**src/rtl/imem_loader_if.sv**
```systemverilog
// Byte-stream input and imem write port of the instruction-memory loader.
// slave = loader side, master = stream source / memory side.
interface imem_loader_if #(
    parameter int ADDR_W = 4
);
    logic              byte_valid;
    logic [7:0]        byte_data;
    logic              byte_ready;
    logic              imem_we;
    logic [ADDR_W-1:0] imem_waddr;
    logic [31:0]       imem_wdata;

    modport master (
        output byte_valid, byte_data,
        input  byte_ready, imem_we, imem_waddr, imem_wdata
    );

    modport slave (
        input  byte_valid, byte_data,
        output byte_ready, imem_we, imem_waddr, imem_wdata
    );
endinterface

```
**src/rtl/imem_loader.sv**
```systemverilog
// Length-prefixed little-endian byte-stream loader for the instruction memory;
// holds the core in reset until a full image is written. IMEM_LOADER_CSUM_EN adds a trailing checksum byte.
module imem_loader #(
    parameter int DEPTH_WORDS = 16,
    parameter int ADDR_W      = 4
) (
    input  logic          clk,
    input  logic          rst_n,
    input  logic          start,
    imem_loader_if.slave  bus,
    output logic          core_hold,
    output logic          busy,
    output logic          done,
    output logic          err,
    output logic [ADDR_W:0] word_count
);
    localparam logic [7:0] DEPTH_B = 8'(DEPTH_WORDS);

    typedef enum logic [2:0] {
        S_IDLE,
        S_HDR,
        S_DATA,
`ifdef IMEM_LOADER_CSUM_EN
        S_CSUM,
`endif
        S_FIN,
        S_DONE,
        S_ERR
    } state_t;

    state_t            state_q, state_d;
    logic [1:0]        lane_q;
    logic [ADDR_W-1:0] addr_q;
    logic [ADDR_W:0]   n_words_q;
    logic [ADDR_W:0]   wc_q;
    logic [ADDR_W:0]   wc_next;
    logic [23:0]       word_buf_q;
    logic              we_q;
    logic [ADDR_W-1:0] waddr_q;
    logic [31:0]       wdata_q;
    logic              rdy;
    logic              xfer;
    logic              hdr_bad;
    logic              last_word;

    assign rdy = (state_q == S_HDR) || (state_q == S_DATA)
`ifdef IMEM_LOADER_CSUM_EN
              || (state_q == S_CSUM)
`endif
              ;
    assign xfer      = bus.byte_valid && rdy;
    assign hdr_bad   = (bus.byte_data == 8'd0) || (bus.byte_data > DEPTH_B);
    assign wc_next   = wc_q + {{ADDR_W{1'b0}}, 1'b1};
    assign last_word = (lane_q == 2'd3) && (wc_next == n_words_q);

`ifdef IMEM_LOADER_CSUM_EN
    logic [7:0] csum_q;
    logic [7:0] csum_sum;
    assign csum_sum = csum_q + bus.byte_data;
`endif

    // NOTE: every output of this block gets a default first, so no path leaves a latch behind.
    always_comb begin
        state_d   = state_q;
        core_hold = 1'b1;
        busy      = 1'b0;
        done      = 1'b0;
        err       = 1'b0;
        unique case (state_q)
            S_IDLE: if (start) state_d = S_HDR;
            S_HDR: begin
                busy = 1'b1;
                if (start)     state_d = S_HDR;
                else if (xfer) state_d = hdr_bad ? S_ERR : S_DATA;
            end
            S_DATA: begin
                busy = 1'b1;
                if (start) state_d = S_HDR;
                else if (xfer && last_word) begin
`ifdef IMEM_LOADER_CSUM_EN
                    state_d = S_CSUM;
`else
                    state_d = S_FIN;
`endif
                end
            end
`ifdef IMEM_LOADER_CSUM_EN
            S_CSUM: begin
                busy = 1'b1;
                if (start)     state_d = S_HDR;
                else if (xfer) state_d = (csum_sum == 8'd0) ? S_FIN : S_ERR;
            end
`endif
            S_FIN: begin
                busy    = 1'b1;
                state_d = S_DONE;
            end
            S_DONE: begin
                core_hold = 1'b0;
                done      = 1'b1;
                if (start) state_d = S_HDR;
            end
            S_ERR: begin
                err = 1'b1;
                if (start) state_d = S_HDR;
            end
            default: state_d = S_IDLE;
        endcase
    end

    // NOTE: sequential state uses non-blocking assignments so every register samples pre-edge values.
    always_ff @(posedge clk or negedge rst_n) begin
        if (!rst_n) state_q <= S_IDLE;
        else        state_q <= state_d;
    end

    always_ff @(posedge clk or negedge rst_n) begin
        if (!rst_n) begin
            lane_q     <= 2'd0;
            addr_q     <= '0;
            n_words_q  <= '0;
            wc_q       <= '0;
            word_buf_q <= '0;
            we_q       <= 1'b0;
            waddr_q    <= '0;
            wdata_q    <= '0;
`ifdef IMEM_LOADER_CSUM_EN
            csum_q     <= 8'd0;
`endif
        end else begin
            // The write port is a single-cycle pulse and reads as zero otherwise.
            we_q    <= 1'b0;
            waddr_q <= '0;
            wdata_q <= '0;
            if (start && state_q != S_FIN) begin
                // start wins over a same-cycle byte, which is dropped.
                lane_q <= 2'd0;
                addr_q <= '0;
                wc_q   <= '0;
`ifdef IMEM_LOADER_CSUM_EN
                csum_q <= 8'd0;
`endif
            end else if (xfer && state_q == S_HDR) begin
                n_words_q <= (ADDR_W+1)'(bus.byte_data);
                lane_q    <= 2'd0;
                addr_q    <= '0;
            end else if (xfer && state_q == S_DATA) begin
                lane_q <= lane_q + 2'd1;
`ifdef IMEM_LOADER_CSUM_EN
                csum_q <= csum_sum;
`endif
                case (lane_q)
                    2'd0: word_buf_q[7:0]   <= bus.byte_data;
                    2'd1: word_buf_q[15:8]  <= bus.byte_data;
                    2'd2: word_buf_q[23:16] <= bus.byte_data;
                    default: begin
                        we_q    <= 1'b1;
                        waddr_q <= addr_q;
                        wdata_q <= {bus.byte_data, word_buf_q};
                        wc_q    <= wc_next;
                        addr_q  <= addr_q + {{(ADDR_W-1){1'b0}}, 1'b1};
                    end
                endcase
            end
        end
    end

    assign bus.byte_ready = rdy;
    assign bus.imem_we    = we_q;
    assign bus.imem_waddr = waddr_q;
    assign bus.imem_wdata = wdata_q;
    assign word_count     = wc_q;
endmodule

```
**src/flat_wrapper.sv**
```systemverilog
// flat-port wrapper written by rule: the top's interface ports become plain ports
module imem_loader_flat 
#(
    parameter int DEPTH_WORDS = 16,
    parameter int ADDR_W      = 4
)
  (clk, rst_n, start, core_hold, busy, done, err, word_count, bus_byte_valid, bus_byte_data, bus_byte_ready, bus_imem_we, bus_imem_waddr, bus_imem_wdata);
  imem_loader_if #(.ADDR_W(ADDR_W)) bus_i ();
  input  logic clk;
  input  logic rst_n;
  input  logic start;
  output logic core_hold;
  output logic busy;
  output logic done;
  output logic err;
  output logic [ADDR_W:0] word_count;
  input wire logic [$bits(bus_i.byte_valid)-1:0] bus_byte_valid;
  input wire logic [$bits(bus_i.byte_data)-1:0] bus_byte_data;
  output wire logic [$bits(bus_i.byte_ready)-1:0] bus_byte_ready;
  output wire logic [$bits(bus_i.imem_we)-1:0] bus_imem_we;
  output wire logic [$bits(bus_i.imem_waddr)-1:0] bus_imem_waddr;
  output wire logic [$bits(bus_i.imem_wdata)-1:0] bus_imem_wdata;
  assign bus_i.byte_valid = bus_byte_valid;
  assign bus_i.byte_data = bus_byte_data;
  assign bus_byte_ready = bus_i.byte_ready;
  assign bus_imem_we = bus_i.imem_we;
  assign bus_imem_waddr = bus_i.imem_waddr;
  assign bus_imem_wdata = bus_i.imem_wdata;
  imem_loader #(.DEPTH_WORDS(DEPTH_WORDS), .ADDR_W(ADDR_W)) u_core (.clk(clk), .rst_n(rst_n), .start(start), .bus(bus_i), .core_hold(core_hold), .busy(busy), .done(done), .err(err), .word_count(word_count));
endmodule
```
**config.mk**
```make
export PLATFORM = sky130hd
export DESIGN_NAME = imem_loader_flat
export DESIGN_NICKNAME = d
export VERILOG_FILES = /design/src/rtl/imem_loader_if.sv /design/src/rtl/imem_loader.sv /design/src/flat_wrapper.sv
export SDC_FILE = /design/constraint.sdc
export NUM_CORES = 1
export LEC_CHECK = 0
export ABC_AREA = 1
export BUFFER_PORTS_ARGS = -buffer_cell sky130_fd_sc_hd__clkbuf_2
export CORE_ASPECT_RATIO = 0.7
export CORE_MARGIN = 2
export CORE_UTILIZATION = 31
export CTS_CLUSTER_SIZE = 16
export DETAILED_ROUTE_END_ITERATION = 8
export PLACE_DENSITY = 0.6
export SYNTH_ARGS = -nofsm -noshare
export SYNTH_HDL_FRONTEND = slang
export SYNTH_SLANG_ARGS = --single-unit
```
**constraint.sdc**
```tcl
create_clock -name clk -period 3.3 [get_ports clk]
set_clock_uncertainty 0.1 [all_clocks]
set_input_delay 0.99 -clock clk [delete_from_list [all_inputs] [get_ports clk]]
set_output_delay 0.99 -clock clk [all_outputs]
set_load 0.005 [all_outputs]
```
**Yosys cells after proc, flatten, opt, wreduce, memory -nomap -nowiden**

Cells that the tools add are included.
Widths: inputs -> output; s select.

- Flip-flop bits (word level): 80
- Latch bits: 0
- Memory bits (writable): 0
- ROM bits: 0
- Bits of input ports: 12
- Logic and storage cells: 90
- Memories kept: 0

- Add/sub/neg operators: 3
- $mul: 0
- Divide/modulo/power cells: 0
- Order comparisons: 1
- Equal/unequal tests: 16
- Shift operators: 0
- Muxes and demuxes: 34
- Bitwise logic cells: 2
- Reductions and logical operators: 23

Operators with widths:

| kind | count |
|---|---|
| $mux 32 | 4 |
| $mux 4 | 8 |
| $mux 5 | 4 |
| $mux 3 | 6 |
| $pmux 3 s4 | 1 |
| $reduce_and 4->1 | 3 |
| $reduce_or 3->1 | 3 |
| $gt 8x5->1 const B | 1 |
| $logic_not 8->1 | 1 |
| $mux 1 | 8 |
| $eq 3x2->1 const B | 2 |
| $eq 3x3->1 const B | 2 |
| $logic_and 1x1->1 | 6 |
| $mux 2 | 3 |
| $ne 2x1->1 const B | 3 |
| $ne 3x2->1 const B | 2 |
| $reduce_and 3->1 | 2 |
| $add 5x1->5 const B | 1 |
| $eq 5x5->1 | 1 |
| $add 4x1->4 const B | 1 |
| $eq 2x2->1 const B | 2 |
| $reduce_and 2->1 | 2 |
| $eq 3x1->1 const B | 1 |
| $logic_not 3->1 | 1 |
| 9 further kinds | 11 |

**Longest topological paths before layout**

Gate-level depths: netlist of the first run.

- Word-level depth: 7
- Gate-level depth with buffers: 12

**Worst setup path after synthesis of the first run**

OpenSTA, ideal clock, no wires.

- Path type: input -> register
- From: in bus_byte_valid
- To: reg u_core.addr_q[0]
- Library setup time: 0.073 ns
- Data arrival time: 1.819 ns
- Path slack: 1.308 ns
- Stages on the path: 7
- Buffers on the path: 1
- Path through: nand4_2 > nor2_1 > inv_2 > nor2_8 > inv_2 > buf_6 > a21oi_2

- Longest elaborated chain between the ends: 4
- Elaborated cells on any way between the ends: 8
- Those cells by class: eq/ne (1); mux (2); reduce/logical (5)

Ends and longest elaborated chain:

| element | RTL line | RTL |
|---|---|---|
| start, declared | flat_wrapper.sv:17 | `input wire logic [$bits(bus_i.byte_valid)-1:0] bus_byte_valid;` |
| $logic_and 1x1->1 * | imem_loader.sv:51 | `assign xfer = bus.byte_valid && rdy;` |
| $logic_and 1x1->1 (on tied branches) | imem_loader.sv:143, imem_loader.sv:147 |  |
| $ne 3x1->1 (no source line), or another cell as far along | -- |  |
| $reduce_and 2->1 (no source line) / $mux 4 (equally long branches) | -- |  |
| end signal, assigned | imem_loader.sv:161 | `addr_q <= addr_q + {{(ADDR_W-1){1'b0}}, 1'b1};` |
| end, declared | imem_loader.sv:33 | `logic [ADDR_W-1:0] addr_q;` |

Mark *: on every way between the ends. The rest lies on a longest branch, timed or not.
A chain may end at the register's enable or synchronous reset.

**Worst setup path in the final report of the first run**

- From: reg u_core.state_q[0]
- To: out bus_byte_ready

- Longest elaborated chain between the ends: 2
- Elaborated cells on any way between the ends: 3
- Those cells by class: eq/ne (2); reduce/logical (1)

Ends and longest elaborated chain:

| element | RTL line | RTL |
|---|---|---|
| start, declared | imem_loader.sv:31 | `state_t state_q, state_d;` |
| start signal, assigned | imem_loader.sv:114 | `else state_q <= state_d;` |
| $eq 3x1->1 / $eq 3x2->1 (equally long branches) | imem_loader.sv:46 | `assign rdy = (state_q == S_HDR) \|\| (state_q == S_DATA)` |
| $logic_or 1x1->1 * | imem_loader.sv:46 |  |
| end, declared | flat_wrapper.sv:19 | `output wire logic [$bits(bus_i.byte_ready)-1:0] bus_byte_ready;` |

Marked as above.

==> results.py, run 1 <==
metrics = {
    "yosys": {
        "synth_area_leader_cell": "dfrtp_1",
        "syn_inst": 347,
        "avgSynthCellArea_um2": 9.47,
        "synthSimpleGateAreaFrac": 0.196,
        "synthAdderAreaFrac": 0.0267,
        "synth_compound_area_frac": 0.0792,
        "ys_top_cells_by_area": "dfrtp_1, nand2_1, inv_1",
        "ys_ff_latch": 80,
        "syn_area_um2": 3290,
        "synth_top_area_share": 0.609,
        "synth_top_family_by_area": "simple AND/OR/NAND/NOR gates",
        "muxShareOfSynthArea": 0,
        "yosys_warnings": 0,
        "synth_xor_xnor_area_share": 0.00267,
        "synth_fp_nets": 366,
        "seq_area_frac_synth": 0.609,
        "synth.distinct_cells": 27,
    },
    "worst_setup_path": {
        "arrival_ns": 1.24,
        "cp-start-kind": "flop",
        "cp_data_required_time_ns": 2.21,
        "critPathMaxFanout": 6,
        "worstPathCellList": "inv_2 > nand3_1 > nand2_1 > clkbuf_2",
        "max_stage_delay_ns": 0.45,
        "crit_slowest_cell": "dfrtp_1",
        "path_buf_inv": 2,
        "critPathKind": "flop to output port",
        "cp_top_family": "flip-flops",
        "crit_path_end_kind": "output port",
    },
    "power_and_ir_drop": {
        "vdd_ir_drop_max_mv": 0.260,
        "p_leak_uw": 0.00221,
        "p_per_area_nw_per_um2": 572,
    },
    "routing": {
        "first_pass_iters": 5,
        "drt_iter0_drc": 120,
        "drc": 0,
        "route.detailed.wl_per_inst_um": 13.0,
        "postRouteAntennaNets": 0,
        "vias_per_cell": 4.31,
        "num_vias": 2355,
        "totalWireLength_mm": 7.08,
    },
    "sta": {
        "setup_violations": 0,
        "rsz0062_at_grt": "no",
        "fin_setup_tns_ns": 0,
        "slew_viol_final": 0,
        "fin_crit_sh": 0.706,
        "hold_violations": 0,
        "max_freq_mhz": 429,
        "tightest_slew_ns": 0.991,
        "hold_ws_ns": 0.358,
        "worst_slack_ns": 0.972,
        "slew-limit-headroom": 0.339,
        "min_period_ns": 2.33,
    },
    "die": {
        "core_area_um2": 10300,
        "io_pins": 59,
        "die-area_um2": 11500,
        "start_util": 0.318,
        "row_count": 31,
        "die_w_um": 127,
        "die-height_um": 90.1,
    },
    "cts": {
        "cts_sinks": 80,
        "cts-resized-gates": 0,
        "clock-root-buffer": "clkbuf_16",
        "insertion_delay_ns": 0.33,
        "cts_buffer_depth": 2,
        "cts.reportedPaths.clkPinSlew_ns": 0.06,
        "cts_tree": "done",
        "cts_buffers": 9,
        "cts.htree.levels": 3,
        "hold_buffers": 0,
        "post_cts_buffers": 0,
    },
    "placed_design": {
        "dpl.hpwl_mm": 4.85,
        "dp_slack_ns": 0.828,
        "io_buffer_count": 58,
        "dp_cells": 530,
        "gp_congestion": 0.804,
    },
    "global_routing": {
        "grt_pass1_wl_mm": 11.5,
        "overflow": 0,
        "met1_usage": 0.190,
        "busiest_layer": "met1",
        "grt_max_degree": 81,
        "antenna_found_initial": 0,
        "grtUsageTotal": 0.131,
        "use_met3": 0.0458,
        "grt_pass1_vias": 2222,
        "grt_use_met2": 0.185,
    },
    "finish": {
        "final_cell_mix": "dfrtp_1, nand2_1, clkbuf_2",
        "fillers": 1036,
        "final_util": 0.388,
        "final_cells": 546,
        "nNetsFinal": 428,
        "syn_to_final_growth_pct": 21.9,
        "final_common_cell": "dfrtp_1",
        "drive_gt1_frac": 0.222,
        "n_antenna_cell": 0,
    },
    "flow_run": {
        "maxCapViolCount": 0,
    },
    "run_status": {
        "status": "finished, final reports clean",
    },
    "worst_hold_path": {
        "holdCritPathClass": "flop to flop",
    },
}
## sequential cells by signal, summed over array words and instances (netlist names)
name / flops
u_core.bus.imem_wdata: 32
u_core.state_q: 3
u_core.bus.imem_we: 1
u_core.lane_q: 2
u_core.addr_q: 4
u_core.word_count: 5
u_core.n_words_q: 5
u_core.bus.imem_waddr: 4
u_core.word_buf_q: 24
## per-layer routing
layer | vias to the layer above | wire length, um
met5 | - | 0
met3 | 6 | 255
li1 | 1192 | -
met4 | 0 | 59
met1 | 1111 | 3730
met2 | 46 | 3030
## path summary, 6_finish.rpt
check | startpoint | slack (ns) | end | cells past startpoint
worst max-delay path | u_core.state_q[0] | 0.97 | bus_byte_ready | 4
worst min-delay path | u_core.addr_q[2] | 0.36 | u_core.addr_q[2] | 1
worst max register to register | u_core.state_q[1] | 1.36 | u_core.word_count[4] | 8
worst min register to register | u_core.addr_q[2] | 0.36 | u_core.addr_q[2] | 1
max in group asynchronous | rst_n | 1.74 | u_core.word_buf_q[5] | 1
min in group asynchronous | rst_n | 0.72 | u_core.bus.imem_waddr[1] | 1
## cell usage after synthesis
master,count
dfrtp_1,80
nand2_1,64
inv_1,54
nor2_1,51
o21ai_0,34
nand3_1,14
a21oi_1,7
ha_1,7
inv_2,5
buf_6,4
buf_2,3
nand4_1,3
nor2_4,3
nor3_1,3
nand2_2,2
o22ai_2,2
a211oi_1,1
a21oi_2,1
nand2_4,1
nand3b_1,1
nand4_2,1
nor2_2,1
nor2_8,1
o21ai_1,1
o21ai_2,1
or2_2,1
xor2_1,1
## cell families (layout without fill, tap and decap cells)
| logic type | Yosys count | count (layout) |
|---|---|---|
| AND/OR/NAND/NOR | 146 | 146 |
| buffers and inverters | 66 | 133 |
| AO/OA/AOI/OAI | 47 | 47 |
| flip-flops | 80 | 80 |
| XOR/XNOR | 1 | 1 |
| adder cells (fa/ha/maj) | 7 | 7 |
## cell type report
class	instances	area, um^2	share of cell area
repair buffers	58	293	0.0731
inverters	59	221	0.0553
clock buffers	11	243	0.0606
flip-flops and latches	80	2000	0.500
multi-input cells	201	1000	0.250
clock inverters	5	80.1	0.0200
well taps	132	165	0.0412
## through the flow
step                instance area (um^2)  total power [uW]
finish                              4010              2290
global route                        4010              2390
CTS                                 4010              2320
detailed placement                  3680              1250
global placement                    3680              1250
floorplan                           3290              1170
## where the power goes
group / leakage (uW) / total, uW / internal (uW) / switching, uW
Combinational: 0.00108 / 182 / 59.1 / 123
Clock: 0.000152 / 1060 / 682 / 377
Sequential: 0.000982 / 1050 / 1020 / 29.1
Note: power is estimated with default switching activity, not from simulation.
==> inputs of run 2 (changes only) <==
Settings changed: PLACE_DENSITY 0.6 to 0.62.
Clock period 3.3 ns to 2.01 ns, I/O delays scaled along.
==> run 2 against run 1 <==
Critical path depth unchanged. Final area up 1.6%. Combinational power rose by 78%. Register-to-register slack got worse by 1.2 ns. Count of clock-buffer cells in the layout increased by 1. Sequential cell count is the same. Sequential share of layout area is 0.74 points lower. Global-route usage rose by 0.82 points. First-iteration DRC count grew 54%. Routed wire length rose by 3.6%. Largest cell class unchanged.
==> results.py, run 2 (synthesis results as in run 1) <==
metrics = {
    "finish": {
        "nNetsFinal": 436,
        "syn_to_final_growth_pct": 23.9,
        "fillers": 1035,
        "regArea_um2": 2000,
        "final_cell_mix": "dfrtp_1, nand2_1, clkbuf_2",
        "largest_register_ffs": 32,
        "multi_input_area_um2": 1010,
        "final_common_cell": "dfrtp_1",
        "n_antenna_cell": 0,
        "drive_gt1_frac": 0.246,
    },
    "routing": {
        "route.detailed.wl_per_inst_um": 13.2,
        "drt_iter0_drc": 185,
        "num_vias": 2431,
        "postRouteAntennaNets": 0,
        "drc": 0,
        "first_pass_iters": 4,
        "vias_per_cell": 4.39,
        "totalWireLength_mm": 7.33,
    },
    "worst_setup_path": {
        "critPathMaxFanout": 6,
        "crit_path_end_kind": "output port",
        "cp_data_required_time_ns": 1.31,
        "arrival_ns": 1.23,
        "reg2reg_depth": 10,
        "cp-start-kind": "flop",
        "critPathKind": "flop to output port",
    },
    "run_status": {
        "status": "finished, final reports clean",
    },
    "sta": {
        "fin_crit_sh": 0.960,
        "fin_setup_tns_ns": 0,
        "slew-limit-headroom": 0.710,
        "min_period_ns": 1.93,
        "max_freq_mhz": 518,
        "hold_violations": 0,
        "setup_violations": 0,
        "tightest_slew_ns": 0.435,
        "slew_viol_final": 0,
    },
    "worst_hold_path": {
        "holdCritPathClass": "input port to asynchronous set/reset pin",
    },
    "die": {
        "start_util": 0.318,
        "core_area_um2": 10300,
        "die_w_um": 127,
        "die-area_um2": 11500,
        "io_pins": 59,
        "row_count": 31,
        "die-height_um": 90.1,
    },
    "power_and_ir_drop": {
        "p_per_area_nw_per_um2": 903,
        "vdd_ir_drop_max_mv": 0.335,
        "fin_total_pwr_uw": 3680,
        "p_leak_uw": 0.00224,
    },
    "global_routing": {
        "grt_pass1_wl_mm": 12.2,
        "grt_max_degree": 41,
        "grtUsageTotal": 0.139,
        "grt_pass1_vias": 2411,
        "antenna_found_initial": 0,
        "overflow": 0,
    },
    "cts": {
        "cts.reportedPaths.clkPinSlew_ns": 0.06,
        "insertion_delay_ns": 0.34,
        "cts_tree": "done",
        "hold_buffers": 0,
        "cts_buffers": 9,
        "clock-root-buffer": "clkbuf_16",
        "cts_sinks": 80,
        "cts_buffer_depth": 2,
        "cts.htree.levels": 3,
    },
    "placed_design": {
        "gp_congestion": 0.826,
        "io_buffer_count": 58,
        "dpl.hpwl_mm": 5.14,
    },
    "flow_run": {
        "maxCapViolCount": 0,
    },
}
[run 2: final cells by class]
type,count,area share
sequential,80,0.492
multi-input combinational,201,0.249
timing repair buffer,66,0.0897
clock buffer,12,0.0605
inverter,59,0.0550
tap,132,0.0406
clock inverter,4,0.0132
[run 2: repair_timing]
item	CTS	global route
setup buffers	0	0
setup endpoints to repair	0	6
resized for setup	0	8
[run 2: worst paths after layout]
path / startpoint / endpoint / slack (ns)
max in group asynchronous: rst_n / u_core.bus.imem_wdata[30] / 1.17
worst max register to register: u_core.word_count[1] / u_core.state_q[2] / 0.18
min in group clk: u_core.addr_q[2] / u_core.addr_q[2] / 0.36
worst min-delay path: rst_n / u_core.bus.imem_waddr[0] / 0.05
worst max-delay path: u_core.state_q[2] / bus_byte_ready / 0.08
worst min register to register: u_core.addr_q[2] / u_core.addr_q[2] / 0.36
[run 2: metrics by stage]
step                      std cells  setup slack (ns)   util  cell area [um^2]  hold slack, ns
after floorplan                 347             0.315      -              3290           0.207
after global placement          538            0.0808  0.364              3760           0.352
after detailed placement        538          -0.00203  0.364              3760           0.361
after CTS                       554            0.0428  0.393              4060          0.0496
after global routing            554         -0.000348  0.395              4070          0.0617
final                           554            0.0810  0.395              4070          0.0475
[run 2: layer usage]
| metal | vias to the layer above | part of all wire | track usage |
|---|---|---|---|
| met1 | 1144 | 0.50 | 0.192 |
| met4 | 0 | 0.021 | 0.0504 |
| li1 | 1210 | - | - |
| met2 | 62 | 0.43 | 0.203 |
| met5 | - | 0 | 0 |
| met3 | 15 | 0.048 | 0.0464 |
[run 2: critical path, stage by stage, from the launching register on]
cell and delay (ns):
dfrtp_1 0.41, inv_2 0.13, nand3_1 0.13, nand2_2 0.11
clkbuf_2 0.12
[run 2: power by group]
| part | internal [uW] | total (uW) | switching, uW |
|---|---|---|---|
| Sequential | 1680 | 1720 | 46.9 |
| Combinational | 110 | 324 | 214 |
| Clock | 998 | 1630 | 633 |
